$ cat src/rtl/mem_wb_stage_pkg.sv
// Shared definitions for the memory/writeback stage and its neighbours.
// Contents: request FSM state encoding, writeback source select codes,
// opcode constants shared with the pipeline register, and an alignment helper.
package mem_wb_stage_pkg;

  // Request FSM states
  typedef enum logic [0:0] {
    ST_IDLE = 1'b0,
    ST_WAIT = 1'b1
  } mem_state_t;

  // Writeback source select (inMulSel)
  localparam logic [1:0] MUL_ALU  = 2'd0;
  localparam logic [1:0] MUL_LOAD = 2'd1;
  localparam logic [1:0] MUL_PC   = 2'd2;
  localparam logic [1:0] MUL_ZERO = 2'd3;

  // Opcode constants shared with the execute/memory pipeline register
  localparam logic [5:0] OP_LW  = 6'h23;
  localparam logic [5:0] OP_BR  = 6'h04;
  localparam logic [5:0] OP_JAL = 6'h03;

  // Word accesses must have the two low address bits clear
  function automatic logic word_aligned(input logic [1:0] addr_lo);
    return (addr_lo == 2'b00);
  endfunction

endpackage

$ cat src/rtl/mem_req_fsm.sv
// Data-memory request sequencer.
// Issues the memory request, stalls the pipeline while the memory is not
// ready, and gives up after TIMEOUT_CYCLES cycles in WAIT.
// Ports:
//   clk, reset   - clock, async active-high reset
//   mem_op       - current instruction is a load or store
//   addr_lo      - low two bits of the access address
//   dmem_ready   - memory accepts/completes the request this cycle
//   req          - memory request valid (combinational)
//   stall        - pipeline must hold (combinational)
//   timeout      - request abandoned this cycle; instruction retires faulted
//   misalign     - misaligned access; no request, instruction retires faulted
module mem_req_fsm
  import mem_wb_stage_pkg::*;
#(
  parameter int TIMEOUT_CYCLES = 16
) (
  input  logic       clk,
  input  logic       reset,
  input  logic       mem_op,
  input  logic [1:0] addr_lo,
  input  logic       dmem_ready,
  output logic       req,
  output logic       stall,
  output logic       timeout,
  output logic       misalign
);

  localparam logic [4:0] CNT_LAST = 5'(TIMEOUT_CYCLES - 1);

  mem_state_t state_r;
  mem_state_t state_next_s;
  logic [4:0] cnt_r;
  logic [4:0] cnt_next_s;
  logic       req_s;
  logic       stall_s;
  logic       timeout_s;
  logic       misalign_s;

  // State and wait counter registers
  always_ff @(posedge clk or posedge reset) begin
    if (reset) begin
      state_r <= ST_IDLE;
      cnt_r   <= 5'd0;
    end else begin
      state_r <= state_next_s;
      cnt_r   <= cnt_next_s;
    end
  end

  // Next-state, counter and request/stall decode
  always_comb begin
    state_next_s = state_r;
    cnt_next_s   = cnt_r;
    req_s        = 1'b0;
    timeout_s    = 1'b0;
    misalign_s   = 1'b0;
    case (state_r)
      ST_IDLE: begin
        if (mem_op) begin
          if (word_aligned(addr_lo)) begin
            req_s = 1'b1;
          end else begin
            misalign_s = 1'b1;
          end
        end else begin
          req_s = 1'b0;
        end
        cnt_next_s = 5'd0;
        if (req_s && !dmem_ready) begin
          state_next_s = ST_WAIT;
        end else begin
          state_next_s = ST_IDLE;
        end
      end
      ST_WAIT: begin
        req_s = 1'b1;
        if (dmem_ready) begin
          state_next_s = ST_IDLE;
          cnt_next_s   = 5'd0;
        end else if (cnt_r == CNT_LAST) begin
          timeout_s    = 1'b1;
          state_next_s = ST_IDLE;
          cnt_next_s   = 5'd0;
        end else begin
          state_next_s = ST_WAIT;
          cnt_next_s   = cnt_r + 5'd1;
        end
      end
      default: begin
        state_next_s = ST_IDLE;
        cnt_next_s   = 5'd0;
      end
    endcase
    // The timeout cycle is not a stall: it is the edge that retires the
    // abandoned instruction.
    stall_s = req_s && !dmem_ready && !timeout_s;
  end

  // Reset kills the request and stall immediately, without waiting for a clock
  assign req      = req_s && !reset;
  assign stall    = stall_s && !reset;
  assign timeout  = timeout_s && !reset;
  assign misalign = misalign_s && !reset;

endmodule

$ cat src/rtl/mem_wb_stage.sv
// Memory access and writeback stage.
// Drives the data-memory request from the execute/memory pipeline register,
// stalls upstream while memory is busy, and registers the writeback
// (index, enable, data) to the register file. Faulted accesses (misaligned
// or timed out) retire without a register write and set a sticky memFault.
// Ports:
//   clk, reset                       - clock, async active-high reset
//   inWrtIndex/inRegWrEn/inMulSel    - writeback control from upstream
//   inAluOut/inData2Out/inPC         - ALU result/address, store data, link PC
//   inIsLoad/inIsStore               - memory operation flags
//   dmemReq/dmemWrEn/dmemAddr/dmemWrData, dmemReady/dmemRdData - memory port
//   memStall                         - upstream hold
//   outWrtIndex/outRegWrEn/outWbData - registered writeback
//   memFault                         - sticky error flag
module mem_wb_stage
  import mem_wb_stage_pkg::*;
#(
  parameter logic [31:0] RESET_VALUE    = 32'd0,
  parameter int          TIMEOUT_CYCLES = 16
) (
  input  logic        clk,
  input  logic        reset,
  input  logic [3:0]  inWrtIndex,
  input  logic        inRegWrEn,
  input  logic [1:0]  inMulSel,
  input  logic [31:0] inAluOut,
  input  logic [31:0] inData2Out,
  input  logic [31:0] inPC,
  input  logic        inIsLoad,
  input  logic        inIsStore,
  output logic        dmemReq,
  output logic        dmemWrEn,
  output logic [31:0] dmemAddr,
  output logic [31:0] dmemWrData,
  input  logic        dmemReady,
  input  logic [31:0] dmemRdData,
  output logic        memStall,
  output logic [3:0]  outWrtIndex,
  output logic        outRegWrEn,
  output logic [31:0] outWbData,
  output logic        memFault
);

  logic        stall_s;
  logic        timeout_s;
  logic        misalign_s;
  logic [31:0] wb_data_s;
  logic [3:0]  out_wrt_index_r;
  logic        out_reg_wr_en_r;
  logic [31:0] out_wb_data_r;
  logic        mem_fault_r;

  mem_req_fsm #(
    .TIMEOUT_CYCLES(TIMEOUT_CYCLES)
  ) u_req_fsm (
    .clk       (clk),
    .reset     (reset),
    .mem_op    (inIsLoad | inIsStore),
    .addr_lo   (inAluOut[1:0]),
    .dmem_ready(dmemReady),
    .req       (dmemReq),
    .stall     (stall_s),
    .timeout   (timeout_s),
    .misalign  (misalign_s)
  );

  assign memStall   = stall_s;
  assign dmemWrEn   = inIsStore;
  assign dmemAddr   = inAluOut;
  assign dmemWrData = inData2Out;

  // Writeback source select; load data comes straight from the memory port
  always_comb begin
    wb_data_s = 32'd0;
    case (inMulSel)
      MUL_ALU:  wb_data_s = inAluOut;
      MUL_LOAD: wb_data_s = dmemRdData;
      MUL_PC:   wb_data_s = inPC;
      MUL_ZERO: wb_data_s = 32'd0;
      default:  wb_data_s = 32'd0;
    endcase
  end

  // Writeback registers: bubble on stall, retire otherwise
  always_ff @(posedge clk or posedge reset) begin
    if (reset) begin
      out_wrt_index_r <= RESET_VALUE[3:0];
      out_reg_wr_en_r <= 1'b0;
      out_wb_data_r   <= RESET_VALUE;
    end else if (stall_s) begin
      out_reg_wr_en_r <= 1'b0;
    end else begin
      out_wrt_index_r <= inWrtIndex;
      out_reg_wr_en_r <= inRegWrEn && !timeout_s && !misalign_s;
      out_wb_data_r   <= wb_data_s;
    end
  end

  // Sticky fault flag, cleared only by reset
  always_ff @(posedge clk or posedge reset) begin
    if (reset) begin
      mem_fault_r <= 1'b0;
    end else if (timeout_s || misalign_s) begin
      mem_fault_r <= 1'b1;
    end
  end

  assign outWrtIndex = out_wrt_index_r;
  assign outRegWrEn  = out_reg_wr_en_r;
  assign outWbData   = out_wb_data_r;
  assign memFault    = mem_fault_r;

endmodule

$ cat config.mk
export PLATFORM = sky130hd
export DESIGN_NAME = mem_wb_stage
export DESIGN_NICKNAME = d
export VERILOG_FILES = /design/src/rtl/mem_wb_stage_pkg.sv /design/src/rtl/mem_req_fsm.sv /design/src/rtl/mem_wb_stage.sv
export SDC_FILE = /design/constraint.sdc
export NUM_CORES = 1
export LEC_CHECK = 0
export CORE_ASPECT_RATIO = 0.8
export CORE_MARGIN = 3
export CORE_UTILIZATION = 33
export DETAILED_ROUTE_END_ITERATION = 7
export PLACE_DENSITY = 0.88
export SYNTH_ARGS = -nofsm -noshare
export SYNTH_HDL_FRONTEND = slang
export SYNTH_SLANG_ARGS = --single-unit
$ cat constraint.sdc
create_clock -name clk -period 2.5 [get_ports clk]
set_input_delay 0.75 -clock clk [delete_from_list [all_inputs] [get_ports clk]]
set_output_delay 0.75 -clock clk [all_outputs]
set_load 0.02 [all_outputs]
# Word-level counts from Yosys, hierarchy flattened
# Cells that the tools add are included.
totals:
  reg_bits: 44
  in_bits: 140
  wordCells: 49
op_classes:
  n_addsub: 1
  eq_ne: 4
  muxes: 19
  n_bitwise: 2
  reduce_logical: 17
ops:
  columns: ["op", "count"]
  rows:
  - ["32-bit one-hot mux with 4 select lines", 1]
  - ["1-bit 2-to-1 mux", 13]
  - ["5-bit 2-to-1 mux", 2]
  - ["5-bit one-hot mux with 2 select lines", 1]
  - ["1-bit logical AND", 9]
  - ["5-bit by 1-bit adder with 5-bit output (second input constant)", 1]
  - ["5-bit by 4-bit equality test with 1-bit output (second input constant)", 1]
  - ["1-bit zero test", 5]
  - ["2-bit equality test (second input constant)", 2]
  - ["2-bit zero test", 2]
  - ["1-bit one-hot mux with 2 select lines", 2]
  - ["2-bit by 1-bit equality test with 1-bit output (second input constant)", 1]
  - ["1-bit logical OR", 1]
  - ["1-bit inverter", 1]
  - ["1-bit OR", 1]

# Longest topological paths before layout
# Gate-level depths: netlist (run 1).
logic_depth:
  depth_word: 9
  ltp_mapped: 7
  ltp_nobuf: 5

# Modules after synthesis
# Synthesis (run 1) repeated with hierarchy kept, for this count alone.
unflattened:
  hier_cells: 291
  hier_area_um2: 3176.8
modules_own_cells:
  columns: ["module", "instances", "cells_each", "area_per_inst_um2"]
  rows:
  - ["mem_wb_stage", 1, 261, 2882.8]
  - ["mem_req_fsm", 1, 30, 294.0]

# Worst setup path after synthesis (run 1)
# OpenSTA, ideal clock, no wires.
synth_timing:
  kind: "input port to output port"
  start: "input inAluOut[0]"
  end: "output memStall"
  t_arrival_ns: 1.655
  required_time_ns: 1.750
  setup_slack_ns: 0.095
  stages: 5
  path_cell_list: "nor2_2 a21oi_2 a2111oi_4 buf_6 buf_12"
synth_between:
  elab_chain_len: 8
synth_lines:
  columns: ["element", "line_no", "rtl"]
  rows:
  - ["start, declared", "mem_wb_stage.sv:26", "input logic [31:0] inAluOut,"]
  - ["2-bit zero test", "mem_wb_stage_pkg.sv:25", "return (addr_lo == 2'b00);"]
  - ["1-bit 2-to-1 mux", "mem_req_fsm.sv:61", "if (word_aligned(addr_lo)) begin"]
  - ["1-bit 2-to-1 mux", "mem_req_fsm.sv:60", "if (mem_op) begin"]
  - ["1-bit 2-to-1 mux", "mem_req_fsm.sv:58", "case (state_r)"]
  - ["1-bit one-hot mux with 2 select lines", "mem_req_fsm.sv:58", null]
  - ["1-bit logical AND (2 in a row)", "mem_req_fsm.sv:97", "stall_s = req_s && !dmem_ready && !timeout_s;"]
  - ["1-bit logical AND", "mem_req_fsm.sv:102", "assign stall = stall_s && !reset;"]
  - ["end, declared", "mem_wb_stage.sv:37", "output logic memStall,"]
# Every way passes these cells. The select of a mux whose other input is x is not followed.

# Worst setup path in the final report (run 1)
# Same ends and word-level chain as after synthesis.

==> results_dict.tcl, run 1 <==
set metrics [dict create \
    gp_congestion 0.846 \
    holdBufCountCts 0 \
    cp.required_ns 1.75 \
    slowest_delay_ns 0.30 \
    first_iter_violations 65 \
    core_um2 8600 \
    regArea_um2 1100 \
    synthesis.nets 423 \
    yosysUniqueCellTypes 28 \
    post_route_cells_drive_above_1_share_pct 19.0 \
    antenna_left 0 \
    grt_pass1_vias 2723 \
    clock-sinks 44 \
    grt_max_degree 33 \
    slew_headroom_pct 48.8 \
    fin_util_pct 52.7 \
    clk_pin_slew_ns 0.08 \
    clk_latency_ns 0.29 \
    synth.ff_latch_count 44 \
    diodes 0 \
    synth_top_area_share_pct 37.3 \
    area_growth_pct 53.5 \
    endpoint_kind "primary output" \
    layout_commonest_cell "clkdlybuf4s50_1" \
    pwr_density_cell_nw_per_um2 423 \
    remaining_drc_errors 0 \
    drt_wl_total_um 8240 \
    max_freq_mhz 405 \
    min_period_ns 2.47 \
    finalSetupTns_ns 0 \
    peakVddDrop_mv 0.186 \
    cts_buffer_depth 2 \
    yosysWarnings 0 \
    initial_core_util_pct 34.3 \
    synth_largest_area_cell "dfrtp_1" \
    ios 245 \
    skew_ns 0.00411 \
    multiInputGateArea_um2 1270 \
    h-tree-depth 2 \
    ys_top_cells_by_area "dfrtp_1, buf_4, mux2i_1, mux2_4, mux2_2" \
    die_w_um 112 \
    cts_tree "yes" \
    yosysSeqAreaShare_pct 37.3 \
    hold_viol 0 \
    viasPerCell 4.69 \
    die_area_um2 10100 \
    setup_viol 0 \
    critPathTopFamily "buffers and inverters" \
    criticalPathCategory "in -> out" \
    crit_path_start_kind "primary input" \
    drv_slew 0 \
    arrival_ns 1.72 \
    path_max_fanout 2 \
    most-common-layout-cells "clkdlybuf4s50_1, dfrtp_1" \
    num_rows 30 \
    cap_viol_max_count 0 \
    p_leak_nw 1.99 \
    antenna_found_initial 0 \
    status "complete, no violations" \
    fill_cells 779 \
    nNetsFinal 551 \
    syn_area_um2 2950 \
    io_buffers 180 \
    syn_inst 282 \
    drtPass1Iterations 4 \
    numCtsBuffers 5 \
    cpMaxStageDelayCell "a2111oi_4" \
    crit_chain "buf_8 > nor2_4 > a21oi_4 > a2111oi_4 > buf_4 > buf_6" \
    fp.dieH_um 90.6 \
    period_share_pct 98.9 \
    rsz0062_at_grt "true" \
    hp-class "reg -> reg" \
    wl_per_cell_um 15.8 \
    hpwl_um 6530 \
    overflow 0 \
    syn_avg_cell_area_um2 10.5 \
    grt_usage_pct 16.5 \
    grt_first_pass_wirelength_um 13600 \
    worstPathBufferInverterCount 3 \
    tightest_slew_ns 0.764 \
    cts_root_buffer "clkbuf_8" \
    vias 2450 \
]
-- final cells by class --
type,instances,area share (%)
inverter,2,0.166
timing repair buffer,201,42.6
tap,112,3.09
multi-input combinational,156,28.1
sequential,44,24.3
clock buffer,6,1.60
clock inverter,1,0.110
-- per-stage QoR --
step	hold slack [ns]	area (um^2)	setup slack, ns	instances	total power (W)
CTS	0.501	4490	-0.0251	520	0.00195
finish	0.487	4530	0.0278	522	0.00192
detailed placement	0.480	4460	-0.941	512	0.00154
global route	0.524	4530	-0.0475	522	0.00203
global placement	0.454	4460	-0.938	512	0.00152
floorplan	0.444	2950	0.0953	282	0.00123
-- path summary, 6_finish.rpt --
check | from | endpoint | slack (ns) | cells past startpoint
worst max register to register | u_req_fsm.cnt_r[0] | outWbData[17] | 0.39 | 7
max in group asynchronous | reset | outWbData[22] | 1.26 | 4
worst min register to register | memFault | memFault | 0.49 | 1
worst max-delay path | inAluOut[0] | memStall | 0.03 | 6
min in group asynchronous | reset | u_req_fsm.state_r | 0.76 | 3
worst min-delay path | memFault | memFault | 0.49 | 1
-- synthesized netlist by cell type, drive strengths merged --
cell type / n
nor2b: 1
clkbuf: 8
nor2: 6
nand3: 2
a2111oi: 1
inv: 2
or2: 1
a22oi: 1
a21oi: 1
nand2: 32
and3b: 1
o21ai: 32
mux2: 36
dfrtp: 44
nor3: 3
xnor2: 1
mux2i: 32
xor2: 1
ha: 1
a211oi: 1
nand2b: 2
buf: 72
and4b: 1
-- sequential cells by signal, summed over array words and instances (netlist names) --
name / count
memFault: 1
outRegWrEn: 1
outWbData: 32
outWrtIndex: 4
u_req_fsm.cnt_r: 5
u_req_fsm.state_r: 1
-- power by group --
| group | total (W) | switching (W) | internal (W) |
|---|---|---|---|
| Clock | 0.000412 | 0.000222 | 0.000190 |
| Combinational | 0.000696 | 0.000295 | 0.000400 |
| Sequential | 0.000808 | 0.0000356 | 0.000772 |
| Total | 0.00192 | 0.000553 | 0.00136 |
-- metal layers --
layer	part of all wire [%]	up-vias	routed length, um	global-route usage (%)
met3	9.0	14	741	5.02
met2	53	134	4350	31.0
li1	-	1144	-	-
met4	0.76	0	63	4.26
met1	37	1158	3080	17.9
met5	0	-	0	0
-- cells by family after synthesis --
logic type / count (synthesis) / synth area share, %
xor gates and xnor gates: 2 / 0.594
adders and majority gates: 1 / 0.424
and+or+nand+nor: 49 / 7.33
AOI/OAI and AO/OA: 36 / 7.16
muxes: 68 / 26.9
buffers and inverters: 82 / 20.3
DFF: 44 / 37.3
-- what timing repair did --
| action | in CTS | in global routing |
|---|---|---|
| setup buffers | 1 | 3 |
| resized for setup | 60 | 6 |
| pin swaps | 4 | 3 |
| setup endpoints to repair | 54 | 1 |
No activity file was read; power rests on OpenSTA's default activity.
==> run 2, diff against run 1 <==
CELL_PAD_IN_SITES_DETAIL_PLACEMENT = 0   (was default)
CELL_PAD_IN_SITES_GLOBAL_PLACEMENT = 2   (was default)
CORE_UTILIZATION = 17   (was 33)
PLACE_DENSITY = 0.86   (was 0.88)
==> run 2 against run 1 <==
Compared with the run above:
- cell area is 4.7% higher
- via count fell by 0.78%
- highest routed layer unchanged
- sequential share of layout area fell by 1.1 points
- fmax rose by 1.0%
==> results_dict.tcl, run 2 (same netlist as run 1, synthesis figures left out) <==
set metrics [dict create \
    wl_per_cell_um 14.4 \
    cts_buffer_depth 2 \
    clock-sinks 44 \
    cap_viol_max_count 0 \
    p_leak_nw 2.03 \
    io_buffers 180 \
    remaining_drc_errors 0 \
    clk_latency_ns 0.28 \
    hp-class "reg -> reg" \
    endpoint_kind "primary output" \
    regArea_um2 1100 \
    die_w_um 153 \
    cp.required_ns 1.75 \
    fill_cells 1752 \
    antenna_found_initial 0 \
    grt_pass1_vias 2649 \
    crit_path_start_kind "primary input" \
    grt_first_pass_wirelength_um 14000 \
    grt_usage_pct 9.42 \
    drv_slew 0 \
    status "complete, no violations" \
    numCtsBuffers 5 \
    die_area_um2 19000 \
    min_period_ns 2.45 \
    pwr_density_cell_nw_per_um2 461 \
    crit_start "inAluOut[0]" \
    grt_max_degree 33 \
    arrival_ns 1.70 \
    hold_viol 0 \
    viasPerCell 3.84 \
    wl_met3_um 811 \
    area_growth_pct 60.8 \
    wl_met2_um 4420 \
    first_iter_violations 30 \
    max_freq_mhz 409 \
    antenna_left 0 \
    skew_ns 0.00424 \
    gp_congestion 0.820 \
    final_cell_count_no_fill 633 \
    fin_ws_ns 0.0529 \
    totalPowerFinal_w 0.00219 \
    rsz0062_at_grt "true" \
    fp.dieH_um 124 \
    tightest_slew_ns 0.838 \
    rr_startpoint "u_req_fsm.cnt_r[0]" \
    period_share_pct 97.9 \
    overflow 0 \
    core_um2 16800 \
    criticalPathCategory "in -> out" \
    r2r_slack_ns 0.36 \
    cts_tree "yes" \
    cts_root_buffer "clkbuf_16" \
    post_route_cells_drive_above_1_share_pct 19.9 \
    vias 2431 \
    setup_viol 0 \
    hpwl_um 7000 \
    drtPass1Iterations 4 \
    multiInputGateArea_um2 1290 \
    initial_core_util_pct 17.6 \
    drt_wl_total_um 9100 \
    placedCellCount 622 \
    layout_commonest_cell "clkdlybuf4s50_1" \
    pre_cts_ws_ns -0.553 \
    hold_start "memFault" \
    h-tree-depth 2 \
    top_layer "met4" \
    path_max_fanout 3 \
    diodes 0 \
    met1_length_um 3770 \
    clk_pin_slew_ns 0.06 \
    slew_headroom_pct 44.0 \
    ios 245 \
    peakVddDrop_mv 0.185 \
    largest_reg_flops 32 \
    num_rows 42 \
    most-common-layout-cells "clkdlybuf4s50_1, dfrtp_1, mux2i_1, nand2_1, o21ai_0" \
    nNetsFinal 553 \
]
## run 2: changes by cell type in the layout (fill, tap and decap cells not counted), moves of 3 or more
| cell | change |
|---|---|
| clkbuf_16 | +5 |
| clkbuf_2 | +3 |
| clkbuf_8 | -4 |
| buf_4 | +3 |
## run 2: metal layers
layer	global-route usage [%]	up-vias
met4	2.34	0
met3	3.54	14
met2	16.3	132
li1	-	1152
met5	0	-
met1	11.2	1133
## run 2: where the power goes
part	internal [W]	switching, W	total [W]	leakage (nW)
combinational	0.000404	0.000301	0.000704	1.41
clock	0.000399	0.000276	0.000676	0.0712
sequential	0.000773	0.0000354	0.000809	0.549
## run 2: timing repair
action	CTS	global route
setup endpoints to repair	57	2
hold buffers	0	0
gates resized for setup	55	5
cloned	0	0
pin swaps	4	3
buffers inserted	3	0
## run 2: final timing paths
kind,end,cells past startpoint
max,memStall,5
min in group asynchronous,outWrtIndex[3],4
min reg2reg,memFault,1
max reg2reg,outWbData[2],7
min,memFault,1
max in group asynchronous,outWbData[1],5
## run 2: stage by stage
stage | utilization, % | area, um^2 | setup TNS, ns | hold WS [ns]
after CTS | 28.4 | 4760 | 0 | 0.473
after floorplan | - | 2950 | 0 | 0.444
after global placement | 27.5 | 4610 | -16.46 | 0.456
after detailed placement | 27.5 | 4610 | -17.02 | 0.457
after global routing | 28.3 | 4750 | -0.0268 | 0.496
final | 28.3 | 4750 | 0 | 0.469
## run 2: area by class of cell
type                    count  share of cell area [%]
clock buffers               8                    3.08
flip-flops and latches     44                    23.2
well taps                 220                    5.80
inverters                   2                   0.158
multi-input cells         156                    27.1
repair buffers            203                    40.7
## run 2: critical path, cell delays in order
cell       delay, ns
buf_4           0.12
nor2_4          0.13
a21oi_4         0.08
a2111oi_4       0.38
buf_4           0.22
==> run 3, diff against run 2 <==
ABC_AREA = 1   (was default)
CELL_PAD_IN_SITES_DETAIL_PLACEMENT = 1   (was 0)
CELL_PAD_IN_SITES_GLOBAL_PLACEMENT = 1   (was 2)
CORE_UTILIZATION = 21   (was 17)
PLACE_DENSITY = 0.88   (was 0.86)
==> run 3 against run 2 <==
Compared with the run above:
- count of clock-buffer cells in the layout shrank 2
- first-iteration DRC count grew to 3.1 times the previous value
- utilization grew 6.9 points
- critical path type unchanged
- non-clock buffer count grew 1
==> results_dict.tcl, run 3 <==
set metrics [dict create \
    path_max_fanout 3 \
    initial_core_util_pct 22.1 \
    drtPass1Iterations 4 \
    first_iter_violations 93 \
    status "complete, no violations" \
    rr_startpoint "u_req_fsm.cnt_r[0]" \
    cap_viol_max_count 0 \
    antenna_left 0 \
    post_route_cells_drive_above_1_share_pct 9.40 \
    gp_congestion 0.789 \
    setup_viol 0 \
    die_w_um 138 \
    vias 3047 \
    worstHoldPathCells 1 \
    syn_inst 405 \
    synth_top_area_share_pct 37.6 \
    arrival_ns 1.70 \
    antenna_found_initial 0 \
    nNetsFinal 672 \
    synth_largest_area_cell "dfrtp_1" \
    hpwl_um 8320 \
    wl_per_cell_um 15.1 \
    fin_ws_ns 0.0542 \
    criticalPathCategory "in -> out" \
    cts_tree "yes" \
    regToRegEndpoint "outWbData[28]" \
    tightest_slew_ns 0.639 \
    remaining_drc_errors 0 \
    synth.top_cells.by_count "nand2_1, buf_4, nand3_1" \
    most-common-layout-cells "nand2_1, clkdlybuf4s50_1, nand3_1" \
    placed_cell_area_um2 4530 \
    yosysWarnings 0 \
    min_to "u_req_fsm.cnt_r[0]" \
    rsz0062_at_grt "false" \
    layout_commonest_cell "nand2_1" \
    io_buffers 180 \
    design_area_um2 4670 \
    slew_headroom_pct 57.4 \
    ys_top_cells_by_area "dfrtp_1, nand2_1, buf_4, nand3_1, buf_2" \
    grt_pass1_vias 3439 \
    p_leak_nw 2.20 \
    min_period_ns 2.45 \
    grt_usage_pct 14.0 \
    num_rows 37 \
    synth-edff-count 0 \
    max_freq_mhz 409 \
    skew_ns 0.00281 \
    totalPowerFinal_w 0.00220 \
    grt_max_degree 82 \
    largest_reg_flops 32 \
    peakVddDrop_mv 0.202 \
    holdBufCountCts 0 \
    hp-class "reg -> reg" \
    cts_buffer_depth 2 \
    pwr-share-seq_pct 37.0 \
    cp.required_ns 1.75 \
    area_growth_pct 59.5 \
    overflow 0 \
    core_um2 13200 \
    pwr_density_cell_nw_per_um2 471 \
    h-tree-depth 2 \
    cts_root_buffer "clkbuf_16" \
    viasPerCell 4.31 \
    p_int_w 0.00153 \
    synth_most_common_cell "nand2_1" \
    diodes 0 \
    pre_cts_ws_ns -0.680 \
    switching_share_pct 30.3 \
    endpoint_kind "primary output" \
    grt_first_pass_wirelength_um 17400 \
    fp.dieH_um 112 \
    p_comb_share_pct 32.6 \
    syn_area_um2 2930 \
    final_cell_count_no_fill 707 \
    hold_viol 0 \
    async_reset_ff_share_pct 100 \
    r2r_slack_ns 0.77 \
    yosysUniqueCellTypes 20 \
    clk_pin_slew_ns 0.06 \
    ff2ff_path_depth 8 \
    synthesis.nets 546 \
    fill_cells 1609 \
    placedCellCount 698 \
    p_sw_w 0.000666 \
    clk_latency_ns 0.28 \
    yosysSeqAreaShare_pct 37.6 \
    period_share_pct 97.8 \
    clock-sinks 44 \
    drt_wl_total_um 10700 \
    synth.ff_latch_count 44 \
    synthFlopType "dfrtp_1" \
    hold_start "u_req_fsm.cnt_r[0]" \
    numCtsBuffers 5 \
    power_frac_clock_pct 30.4 \
    drv_slew 0 \
    syn_avg_cell_area_um2 7.23 \
    crit_path_start_kind "primary input" \
    die_area_um2 15400 \
    ios 245 \
]
run 3: power groups by stage:
stage / Clock (W) / Sequential [W] / Combinational [W]
after CTS: 0.000704 / 0.000815 / 0.000728
after detailed placement: 0 / 0.000828 / 0.000744
after global routing: 0.000731 / 0.000822 / 0.000782
final: 0.000669 / 0.000814 / 0.000717
after global placement: 0 / 0.000823 / 0.000729
after floorplan: 0 / 0.000898 / 0.000334
run 3: cell type report:
class	count	area (um^2)	area share [%]
clock buffers	6	139	2.98
clock inverters	2	10.0	0.214
inverters	10	38.8	0.831
multi-input cells	266	1180	25.2
flip-flops and latches	44	1100	23.6
well taps	175	219	4.69
repair buffers	204	1980	42.5
run 3: logic make-up (layout without fill, tap and decap cells):
kind of cell	Yosys count	in the layout	share of synthesized area [%]
buf+inv	95	222	22.7
simple gates	261	261	38.4
xor+xnor	1	1	0.299
fa+ha+maj	1	1	0.427
compound gates	3	3	0.513
flops	44	44	37.6
run 3: repair_timing:
action                                 in CTS  in global routing
buffers inserted                            0                  1
gates resized for setup                    52                  4
endpoints found under the hold margin       0                  0
setup endpoints to repair                  35                  3
pin swaps                                   3                  3
run 3: per-layer routing:
layer,GRT usage [%],routed length [um]
met1,16.3,4350
met4,5.20,302
met3,3.70,769
met5,0,0
met2,24.5,5230
run 3: worst max path at each step:
stage	start	endpoint	slack [ns]
floorplan	inAluOut[0]	memStall	0.41
global placement	inAluOut[0]	dmemReq	-0.60
detailed placement	inAluOut[0]	memStall	-0.68
CTS	inIsLoad	memStall	-0.07
global route	reset	memStall	0.02
finish	reset	memStall	0.05
run 3: through the flow:
stage	utilization, %	setup TNS [ns]	hold slack, ns
3_5_place_dp	34.2	-4.94	0.470
2_1_floorplan	-	0	0.430
3_3_place_gp	34.2	-4.48	0.443
5_1_grt	35.2	0	0.507
6_report	35.2	0	0.469
4_1_cts	35.1	-0.0703	0.482
run 3: worst max-delay path, stage by stage:
cell             delay, ns
clkdlybuf4s50_1       0.57
clkinv_2              0.13
nand2_4               0.08
inv_2                 0.04
buf_6                 0.12
